### src/rtl/fifo_uart_tx.sv
// fifo_uart_tx: drains a sync_fifo read port and shifts each word out as an
// asynchronous UART frame (start, LSB-first data, optional even parity, stop).
// One word is popped per frame; the FIFO is only examined while idle.
module fifo_uart_tx #(
  parameter int DATA_WIDTH   = 8,
  parameter int CLKS_PER_BIT = 16,
  parameter int PARITY_EN    = 0,
  parameter int STOP_BITS    = 1
) (
  input  logic                  clk,
  input  logic                  reset,
  input  logic                  fifo_empty,
  input  logic [DATA_WIDTH-1:0] fifo_rdata,
  output logic                  fifo_rd_en,
  output logic                  tx,
  output logic                  busy,
  output logic                  frame_done
);

  localparam int BAUD_W = $clog2(CLKS_PER_BIT);
  localparam int BIT_W  = $clog2(DATA_WIDTH);

  localparam logic [BAUD_W-1:0] BAUD_LAST  = BAUD_W'(CLKS_PER_BIT - 1);
  // frame_done is registered, so it is armed one cycle before the last stop cycle
  localparam logic [BAUD_W-1:0] BAUD_PRE   = BAUD_W'(CLKS_PER_BIT - 2);
  localparam logic [BIT_W-1:0]  BIT_LAST   = BIT_W'(DATA_WIDTH - 1);
  localparam logic              STOP_LAST  = (STOP_BITS == 2) ? 1'b1 : 1'b0;
  localparam logic              HAS_PARITY = (PARITY_EN != 0) ? 1'b1 : 1'b0;

  typedef enum logic [2:0] {
    ST_IDLE   = 3'd0,
    ST_READ   = 3'd1,
    ST_LOAD   = 3'd2,
    ST_START  = 3'd3,
    ST_DATA   = 3'd4,
    ST_PARITY = 3'd5,
    ST_STOP   = 3'd6
  } state_t;

  state_t                  state_r;
  logic [BAUD_W-1:0]       baud_r;
  logic [BIT_W-1:0]        bit_cnt_r;
  logic                    stop_cnt_r;
  logic [DATA_WIDTH-1:0]   shift_r;
  logic                    parity_r;
  logic                    tx_r;
  logic                    rd_en_r;
  logic                    busy_r;
  logic                    done_r;

  // Even parity bit: makes the total count of ones over data plus parity even.
  function automatic logic even_parity(input logic [DATA_WIDTH-1:0] data);
    return ^data;
  endfunction

  // Frame sequencer: state, counters, shift register and all registered outputs.
  always_ff @(posedge clk or posedge reset) begin
    if (reset) begin
      state_r    <= ST_IDLE;
      baud_r     <= {BAUD_W{1'b0}};
      bit_cnt_r  <= {BIT_W{1'b0}};
      stop_cnt_r <= 1'b0;
      shift_r    <= {DATA_WIDTH{1'b0}};
      parity_r   <= 1'b0;
      tx_r       <= 1'b1;
      rd_en_r    <= 1'b0;
      busy_r     <= 1'b0;
      done_r     <= 1'b0;
    end else begin
      rd_en_r <= 1'b0;
      done_r  <= 1'b0;
      case (state_r)
        ST_IDLE: begin
          tx_r       <= 1'b1;
          baud_r     <= {BAUD_W{1'b0}};
          bit_cnt_r  <= {BIT_W{1'b0}};
          stop_cnt_r <= 1'b0;
          if (!fifo_empty) begin
            state_r <= ST_READ;
            rd_en_r <= 1'b1;
            busy_r  <= 1'b1;
          end else begin
            busy_r  <= 1'b0;
          end
        end
        ST_READ: begin
          state_r <= ST_LOAD;
        end
        ST_LOAD: begin
          // FIFO output is valid this cycle; the start bit begins next cycle
          shift_r  <= fifo_rdata;
          parity_r <= even_parity(fifo_rdata);
          tx_r     <= 1'b0;
          state_r  <= ST_START;
        end
        ST_START: begin
          if (baud_r == BAUD_LAST) begin
            baud_r  <= {BAUD_W{1'b0}};
            tx_r    <= shift_r[0];
            state_r <= ST_DATA;
          end else begin
            baud_r  <= baud_r + BAUD_W'(1'b1);
          end
        end
        ST_DATA: begin
          if (baud_r == BAUD_LAST) begin
            baud_r <= {BAUD_W{1'b0}};
            if (bit_cnt_r == BIT_LAST) begin
              bit_cnt_r <= {BIT_W{1'b0}};
              if (HAS_PARITY) begin
                tx_r    <= parity_r;
                state_r <= ST_PARITY;
              end else begin
                tx_r    <= 1'b1;
                state_r <= ST_STOP;
              end
            end else begin
              bit_cnt_r <= bit_cnt_r + BIT_W'(1'b1);
              shift_r   <= {1'b0, shift_r[DATA_WIDTH-1:1]};
              tx_r      <= shift_r[1];
            end
          end else begin
            baud_r <= baud_r + BAUD_W'(1'b1);
          end
        end
        ST_PARITY: begin
          if (baud_r == BAUD_LAST) begin
            baud_r  <= {BAUD_W{1'b0}};
            tx_r    <= 1'b1;
            state_r <= ST_STOP;
          end else begin
            baud_r  <= baud_r + BAUD_W'(1'b1);
          end
        end
        ST_STOP: begin
          tx_r <= 1'b1;
          if (baud_r == BAUD_LAST) begin
            baud_r <= {BAUD_W{1'b0}};
            if (stop_cnt_r == STOP_LAST) begin
              stop_cnt_r <= 1'b0;
              busy_r     <= 1'b0;
              state_r    <= ST_IDLE;
            end else begin
              stop_cnt_r <= 1'b1;
            end
          end else begin
            baud_r <= baud_r + BAUD_W'(1'b1);
            if ((baud_r == BAUD_PRE) && (stop_cnt_r == STOP_LAST)) begin
              done_r <= 1'b1;
            end else begin
              done_r <= 1'b0;
            end
          end
        end
        default: begin
          state_r <= ST_IDLE;
          tx_r    <= 1'b1;
          busy_r  <= 1'b0;
        end
      endcase
    end
  end

  assign fifo_rd_en = rd_en_r;
  assign tx         = tx_r;
  assign busy       = busy_r;
  assign frame_done = done_r;

endmodule
### config.mk
export PLATFORM = sky130hd
export DESIGN_NAME = fifo_uart_tx
export DESIGN_NICKNAME = d
export VERILOG_FILES = /design/src/rtl/fifo_uart_tx.sv
export SDC_FILE = /design/constraint.sdc
export NUM_CORES = 1
export LEC_CHECK = 0
export ABC_AREA = 1
export CAP_MARGIN = 10
export CORE_MARGIN = 4
export CORE_UTILIZATION = 45
export CTS_CLUSTER_DIAMETER = 80
export DETAILED_ROUTE_END_ITERATION = 8
export PLACE_DENSITY_LB_ADDON = 0.05
export SYNTH_ARGS = -nofsm -noshare
export SYNTH_HDL_FRONTEND = slang
export SYNTH_SLANG_ARGS = --single-unit
### constraint.sdc
create_clock -name clk -period 1.3 [get_ports clk]
set_input_delay 0.195 -clock clk [delete_from_list [all_inputs] [get_ports clk]]
set_output_delay 0.195 -clock clk [all_outputs]
set_load 0.005 [all_outputs]
# [After elaboration in Yosys (flattened, before gate mapping)]
# Index checks and enable logic that the tools add are counted.
[op_classes] reduce_logical=14 bitwise=3 eq_ne=17 mux=32 add_sub_neg=2
[op_table] cell="$mux W3" n=9
[op_table] cell="$pmux W3 S7" n=1
[op_table] cell="$mux W8" n=2
[op_table] cell="$ne A2 B2 Y1 const B" n=8
[op_table] cell="$pmux W8 S2" n=1
[op_table] cell="$mux W1" n=13
[op_table] cell="$eq A3 B3 Y1 const B" n=4
[op_table] cell="$eq A4 B4 Y1 const B" n=2
[op_table] cell="$pmux W4 S2" n=1
[op_table] cell="$reduce_bool A2 Y1" n=4
[op_table] cell="$reduce_and A7 Y1" n=1
[op_table] cell="$eq A3 B2 Y1 const B" n=2
[op_table] cell="$pmux W3 S2" n=1
[op_table] cell="$reduce_and A3 Y1" n=2
[op_table] cell="$pmux W1 S5" n=1
[op_table] cell="$reduce_or A5 Y1" n=1
[op_table] cell="$add A4 B1 Y4 const B" n=1
[op_table] cell="$mux W4" n=1
[op_table] cell="$reduce_and A2 Y1" n=2
[op_table] cell="$reduce_and A4 Y1" n=1
[op_table] cell="$reduce_or A4 Y1" n=1
[op_table] cell="$add A3 B1 Y3 const B" n=1
[op_table] cell="$eq A3 B1 Y1 const B" n=1
[op_table] cell="$logic_not A3 Y1" n=1
[op_table] cell="other kinds (4)" n=6
[totals] ff_bits=23 output_inout_bits=4 in_bits=11 elab_cells=77

# [Longest topological paths before layout]
# Gate-level depths: netlist of run 1.
[logic_depth] depth_word=5 depth_mapped=9 mapped_depth_nobuf=9

# [Least setup slack after synthesis of run 1]
# OpenSTA, ideal clock, no wires.
[synth_path] path_type="reg-to-reg" start="register bit_cnt_r[0]" end="register shift_r[5]" path_stages_with_launch=9 arrival_ns=1.229 n_path_buf=0 slack_ns=-0.046 synth_period_minus_slack_ns=1.346 setup_ns=0.117 t_required_ns=1.183 path_cell_list="dfrtp_1 > ha_1 > ha_1 > inv_1 > nand3_1 > nand2_1 > nand2_4 > inv_6 > o21ai_2"
[synth_via] elab_chain_len=3
[synth_rtl] element="from (decl)" line_no="42" text="logic [BIT_W-1:0] bit_cnt_r;"
[synth_rtl] element="from (signal assigned)" line_no="61" text="bit_cnt_r <= {BIT_W{1'b0}};"
[synth_rtl] element="from (signal assigned)" line_no="76" text="bit_cnt_r <= {BIT_W{1'b0}};"
[synth_rtl] element="from (signal assigned)" line_no="109" text="bit_cnt_r <= {BIT_W{1'b0}};"
[synth_rtl] element="$eq A3 B3 Y1" line_no="108" text="if (bit_cnt_r == BIT_LAST) begin"
[synth_rtl] element="$ne A2 B2 Y1 (no line)"
[synth_rtl] element="$reduce_and A3 Y1 (no line)"
[synth_rtl] element="to (signal assigned)" line_no="63" text="shift_r <= {DATA_WIDTH{1'b0}};"
[synth_rtl] element="to (signal assigned)" line_no="91" text="shift_r <= fifo_rdata;"
[synth_rtl] element="to (signal assigned)" line_no="119" text="shift_r <= {1'b0, shift_r[DATA_WIDTH-1:1]};"
[synth_rtl] element="to (decl)" line_no="44" text="logic [DATA_WIDTH-1:0] shift_r;"
# Every way passes these cells.
# A chain may end at the register's enable or synchronous reset.

# [Worst setup path after layout of run 1]
[layout_path] start="register bit_cnt_r[1]" end="register shift_r[4]"
# The elaborated chain is that of the path after synthesis.

==> metrics.yaml, run 1 <==
status: "complete, but fails checks"
violations: "negative setup slack"
setup_slack_ns: -0.0661
synth_seq_cells: 23
wl_um: 2910
synth_cell_types: 27
maxCapViolCount: 0
finalSetupViolations: 9
clk_path_buf_depth: 2
grt_max_degree: 24
startpoint_type: "flip-flop"
cp.arrival_ns: 1.61
io_buffer_count: 14
syn_to_final_growth_pct: 37.3
yosysWarnings: 0
fp.dieH_um: 61.9
fillers: 241
grt_antenna_before_repair: 0
fmax_mhz: 732
place_congestion: 0.843
drt_iter0_markers: 56
antenna_cells: 0
slowest_stage: "dfrtp_1"
htree_levels: 1
total_power_w: 0.00294
io_pins: 15
max_stage_delay_ns: 0.41
first_pass_iters: 4
wl_per_cell_um: 12.6
final_core_util_pct: 65.0
drc: 0
powerDensity_mw_per_mm2: 1640
synth_area_sq_mm: 0.00131
final_cell_mix: "nand2_1 (54), dfrtp_1 (19), buf_4 (17), nand3_1 (14), nand2_2 (11)"
hold_class: "in2async"
dpl.hpwl_um: 2070
fin_tns_setup_ns: -0.476
post-route-period-util_pct: 105
worstPathCellList: "ha_2 > ha_4 > inv_2 > nand3_2 > nand2_2 > nand2_4 > inv_8 > nand2_2 > nand2_1"
crit_type: "reg2reg"
fin_crit_ns: 1.37
tightestPinTransition_ns: 0.261
synth_nets: 178
fin_hold_ws_ns: 0.198
cts_tree: "yes"
clock_sinks: 23
grt_pass1_wl_um: 4630
cts_root_buf: "clkbuf_4"
drv_slew: 0
dieWidth_um: 61.9
ir_worst_vdd_uv: 1480
grt_overflow: 0
viasPerCell: 5.13
grt_pass1_vias: 1098
relSlewSlack_pct: 82.6
synth-seq-area-share_pct: 44.2
ant_nets: 0
dieArea_sq_mm: 0.00383
syn_area_per_cell_sq_um: 8.01
worstPathRequired_ns: 1.55
core_area_sq_mm: 0.00276
rsz0062_at_grt: "yes"
nNetsFinal: 216
clkLatencyLatePin_ns: 0.31
clkTransAtPathRegs_ns: 0.13
synth_cells: 163
vias: 1186
final_common_cell: "nand2_1"
critical_path_peak_fanout: 8
start_util_pct: 47.4
power_leakage_nw: 0.935
finalClockSkew_ns: 0.00896
grt_use_total_pct: 16.2
fp-row-count: 19
endpoint_kind: "flip-flop"
cts_buffers: 3
rr_worst_depth: 9
drive_above_1_share_pct: 35.0
hold_viol: 0
path_common_cell: "nand2_2"
## cell type report
class	instances	area (sq um)	share of cell area, %
multi-input cells	121	741	41.3
flip-flops and latches	23	581	32.4
repair buffers	37	340	19.0
inverters	15	66.3	3.70
well taps	31	38.8	2.16
clock buffers	4	26.3	1.47
## registers in the layout, summed over array words and instances (netlist names)
| register | cells |
|---|---|
| shift_r | 8 |
| baud_r | 4 |
| bit_cnt_r | 3 |
| state_r | 3 |
| busy | 1 |
| fifo_rd_en | 1 |
| frame_done | 1 |
| stop_cnt_r | 1 |
| tx | 1 |
## stage by stage
stage,instances,setup slack [ns],instance area [sq um]
2_1_floorplan,163,0.0176,1320
3_3_place_gp,222,-0.00455,1610
3_5_place_dp,222,-0.0591,1610
4_1_cts,228,-0.0630,1680
5_1_grt,231,-0.150,1790
6_report,231,-0.0661,1790
## cells in the mapped netlist, drive strengths merged
master	count	area (sq um)
a21oi	2	10.0
buf	4	35.0
dfrtp	22	551
dfstp	1	26.3
ha	4	50.1
inv	15	63.8
nand2	70	290
nand3	18	95.1
nand3b	1	7.51
nand4	7	43.8
nor2	8	68.8
nor4	1	6.26
o21ai	8	43.8
or2	1	6.26
xor2	1	8.76
## worst paths after layout
check                                              start                endpoint  slack [ns]
worst max-delay path            bit_cnt_r[1]$_DFFE_PP0P_  shift_r[4]$_DFFE_PP0P_       -0.07
worst min-delay path                               reset   baud_r[3]$_DFFE_PP0P_        0.20
worst max register to register  bit_cnt_r[1]$_DFFE_PP0P_  shift_r[4]$_DFFE_PP0P_       -0.07
worst min register to register            tx$_DFFE_PP1P_          tx$_DFFE_PP1P_        0.48
max in group asynchronous                          reset          tx$_DFFE_PP1P_        0.88
min in group clk                           fifo_rdata[7]  shift_r[7]$_DFFE_PP0P_        0.42
## worst max-delay path: cells and delay by family, from the launching register on
kind                     cells  cell delay, ns
flip-flops                   1            0.41
AND/OR/NAND/NOR              5            0.40
adder cells (fa/ha/maj)      2            0.36
buffers and inverters        2            0.13
## timing repair
| action | CTS | global route |
|---|---|---|
| endpoints found under the setup margin | 23 | 21 |
| pin swaps | 9 | 13 |
| buffers inserted | 2 | 4 |
| hold buffers | 0 | 0 |
| endpoints found under the hold margin | 0 | 0 |
| gates resized for setup | 16 | 25 |
## cells by family (layout without fill, tap and decap cells)
kind of cell	count (synthesis)	count (layout)	share of synthesized area [%]
buffers and inverters	19	56	7.57
flip-flops	23	23	44.2
AND/OR/NAND/NOR	106	106	39.7
AO/OA/AOI/OAI	10	10	4.12
XOR/XNOR	1	1	0.671
adder cells (fa/ha/maj)	4	4	3.83
## report_power, final
group	switching [W]	leakage [nW]	total [W]	internal, W
logic	0.000808	0.627	0.00145	0.000645
clock network	0.000210	0.0150	0.000329	0.000120
registers	0.000196	0.293	0.00116	0.000963
## routing by layer
metal	up-vias	global-route usage (%)	wire, um
met3	2	3.72	91
met4	0	3.33	14
li1	600	-	-
met2	18	28.7	1510
met5	-	0	0
met1	566	20.1	1290
Power figures use the tool's default switching activity.
==> run 2: changes to the inputs <==
--- a/config.mk
+++ b/config.mk
@@ -9,9 +9,10 @@
 export CAP_MARGIN = 10
 export CORE_MARGIN = 4
 export CORE_UTILIZATION = 45
+export CTS_BUF_LIST = sky130_fd_sc_hd__clkbuf_16
 export CTS_CLUSTER_DIAMETER = 80
 export DETAILED_ROUTE_END_ITERATION = 8
-export PLACE_DENSITY_LB_ADDON = 0.05
+export PLACE_DENSITY = 0.72
 export SYNTH_ARGS = -nofsm -noshare
 export SYNTH_HDL_FRONTEND = slang
 export SYNTH_SLANG_ARGS = --single-unit
==> metrics.yaml, run 2 (synthesis gave the netlist of run 1 again) <==
status: "complete, but fails checks"
violations: "negative setup slack"
rr_worst_depth: 7  # -2
crit_type: "reg2reg"
reg_top3: "shift_r: 8 flops, baud_r: 4 flops"
cts-hold-fix-buffers: 0  # unchanged
start_util_pct: 47.4  # unchanged
grt_antenna_before_repair: 0  # unchanged
dieWidth_um: 61.9  # unchanged
wl_per_cell_um: 12.3  # -2.0%
power_leakage_nw: 0.961  # +2.8%
p_seq_share_pct: 35.9  # -3.5 points
rr_startpoint: "state_r[2]$_DFFE_PP0P_"
p_sw_w: 0.00118  # -2.8%
final_common_cell: "nand2_1"
final_cell_mix: "nand2_1 (60), dfrtp_1 (20), buf_4 (18), nand3_1 (16), clkdlybuf4s50_1 (11)"
finalClockSkew_ns: 0.00210  # -0.00686 ns
dp_slack_ns: -0.0733  # -0.0142 ns
syn_to_final_growth_pct: 37.0
viasPerCell: 5.25  # +2.3%
fp-row-count: 19  # unchanged
place_congestion: 0.920  # +9.1%
p_clk_share_pct: 20.8  # +9.6 points
rr_endpoint: "baud_r[0]$_DFFE_PP0P_"
rsz0062_at_grt: "yes"
cts_tree: "yes"
drv_slew: 0  # unchanged
critical_path_peak_fanout: 8  # unchanged
hold_class: "in2async"
drc: 0  # unchanged
cp.arrival_ns: 1.48  # -0.13 ns
fin_cells: 228  # -1.3%
ant_nets: 0  # unchanged
place_inst: 219  # -1.4%
first_pass_iters: 4  # unchanged
clock_sinks: 23  # unchanged
total_power_w: 0.00315  # +7.0%
fin_crit_ns: 1.34  # -0.0288 ns
pwr-share-comb_pct: 43.4  # -6.0 points
critPathCapture: "baud_r[0]$_DFFE_PP0P_"
clkLatencyLatePin_ns: 0.25  # -0.06 ns
fp.dieH_um: 61.9  # unchanged
cts_buffers: 3  # unchanged
wl_um: 2810  # -3.3%
grt_pass1_vias: 1120  # +2.0%
largest_reg_flops: 8  # unchanged
io_buffer_count: 14  # unchanged
powerDensity_mw_per_mm2: 1760  # +7.2%
cp-startpoint: "state_r[2]$_DFFE_PP0P_"
grt_overflow: 0  # unchanged
post-route-period-util_pct: 103  # -2.2 points
vias: 1197  # +0.93%
rrSetupSlack_ns: -0.04  # +0.03 ns
grt_pass1_wl_um: 4730  # +2.1%
clkTransAtPathRegs_ns: 0.06  # -0.07 ns
final_core_util_pct: 64.9  # -0.14 points
grt_max_degree: 24  # unchanged
io_pins: 15  # unchanged
drive_above_1_share_pct: 28.4  # -6.6 points
endpoint_kind: "flip-flop"
ir_worst_vdd_uv: 1380  # -7.2%
fmax_mhz: 748  # +2.2%
dpl.hpwl_um: 2040  # -1.6%
relSlewSlack_pct: 84.0  # +1.4 points
nNetsFinal: 213  # -1.4%
core_area_sq_mm: 0.00276  # unchanged
startpoint_type: "flip-flop"
setup_slack_ns: -0.0373  # +0.0288 ns
grt_use_total_pct: 16.6  # +0.37 points
dieArea_sq_mm: 0.00383  # unchanged
hold_viol: 0  # unchanged
power.internal_w: 0.00197  # +14%
cts_root_buf: "clkbuf_16"
clk_path_buf_depth: 2  # unchanged
htree_levels: 1  # unchanged
top_register: "shift_r"
finalSetupViolations: 11  # +2
maxCapViolCount: 0  # unchanged
p_sw_share_pct: 37.5  # -3.8 points
fillers: 211  # -12%
worstPathRequired_ns: 1.44  # -0.11 ns
antenna_cells: 0  # unchanged
fin_tns_setup_ns: -0.147  # +0.329 ns
drt_iter0_markers: 42  # -25%
tightestPinTransition_ns: 0.240  # -0.0210 ns
-- run 2: layout make-up --
cell class              instances  area, sq um  share of cell area, %
flip-flops and latches         23          579                   32.4
inverters                      15         73.8                   4.13
well taps                      31         38.8                   2.17
clock buffers                   3         75.1                   4.20
multi-input cells             121          708                   39.6
clock inverters                 1         3.75                  0.210
repair buffers                 34          310                   17.3
-- run 2: per-stage QoR --
stage	hold WS, ns	instance area (sq um)
3_3_place_gp	0.455	1590
3_5_place_dp	0.459	1590
2_1_floorplan	0.196	1320
4_1_cts	0.271	1720
5_1_grt	0.303	1790
6_report	0.262	1790
-- run 2: power groups by stage --
stage                     registers, W  logic (W)  clock network (W)
after floorplan                0.00110   0.000825                  0
after global placement         0.00112    0.00117                  0
after detailed placement       0.00112    0.00121                  0
after CTS                      0.00112    0.00128           0.000665
after global routing           0.00116    0.00155           0.000705
final                          0.00113    0.00136           0.000654
-- run 2: metal layers --
layer	track usage, %	vias to the layer above	wire length, um
met1	19.8	563	1250
met2	28.6	31	1380
li1	-	597	-
met5	0	-	0
met3	3.31	6	122
met4	7.58	0	53
-- run 2: worst min-delay path by stage --
stage	startpoint	endpoint	cells past startpoint
3_5_place_dp	tx$_DFFE_PP1P_	tx$_DFFE_PP1P_	2
2_1_floorplan	reset	baud_r[0]$_DFFE_PP0P_	1
3_3_place_gp	tx$_DFFE_PP1P_	tx$_DFFE_PP1P_	2
5_1_grt	reset	baud_r[0]$_DFFE_PP0P_	3
6_report	reset	baud_r[0]$_DFFE_PP0P_	3
4_1_cts	reset	shift_r[3]$_DFFE_PP0P_	3
-- run 2: what timing repair did --
item | in CTS | in global routing
hold endpoints to repair | 0 | 0
pin swaps | 6 | 4
setup buffers | 1 | 4
setup endpoints to repair | 14 | 20
gates resized for setup | 12 | 12
-- run 2: worst max-delay path, stage by stage (launching register included) --
cell     delay, ns
dfrtp_2       0.47
buf_4         0.16
nand2_1       0.07
nand2_2       0.11
nor2_4        0.18
inv_1         0.08
nand3_1       0.09
o21ai_2       0.06
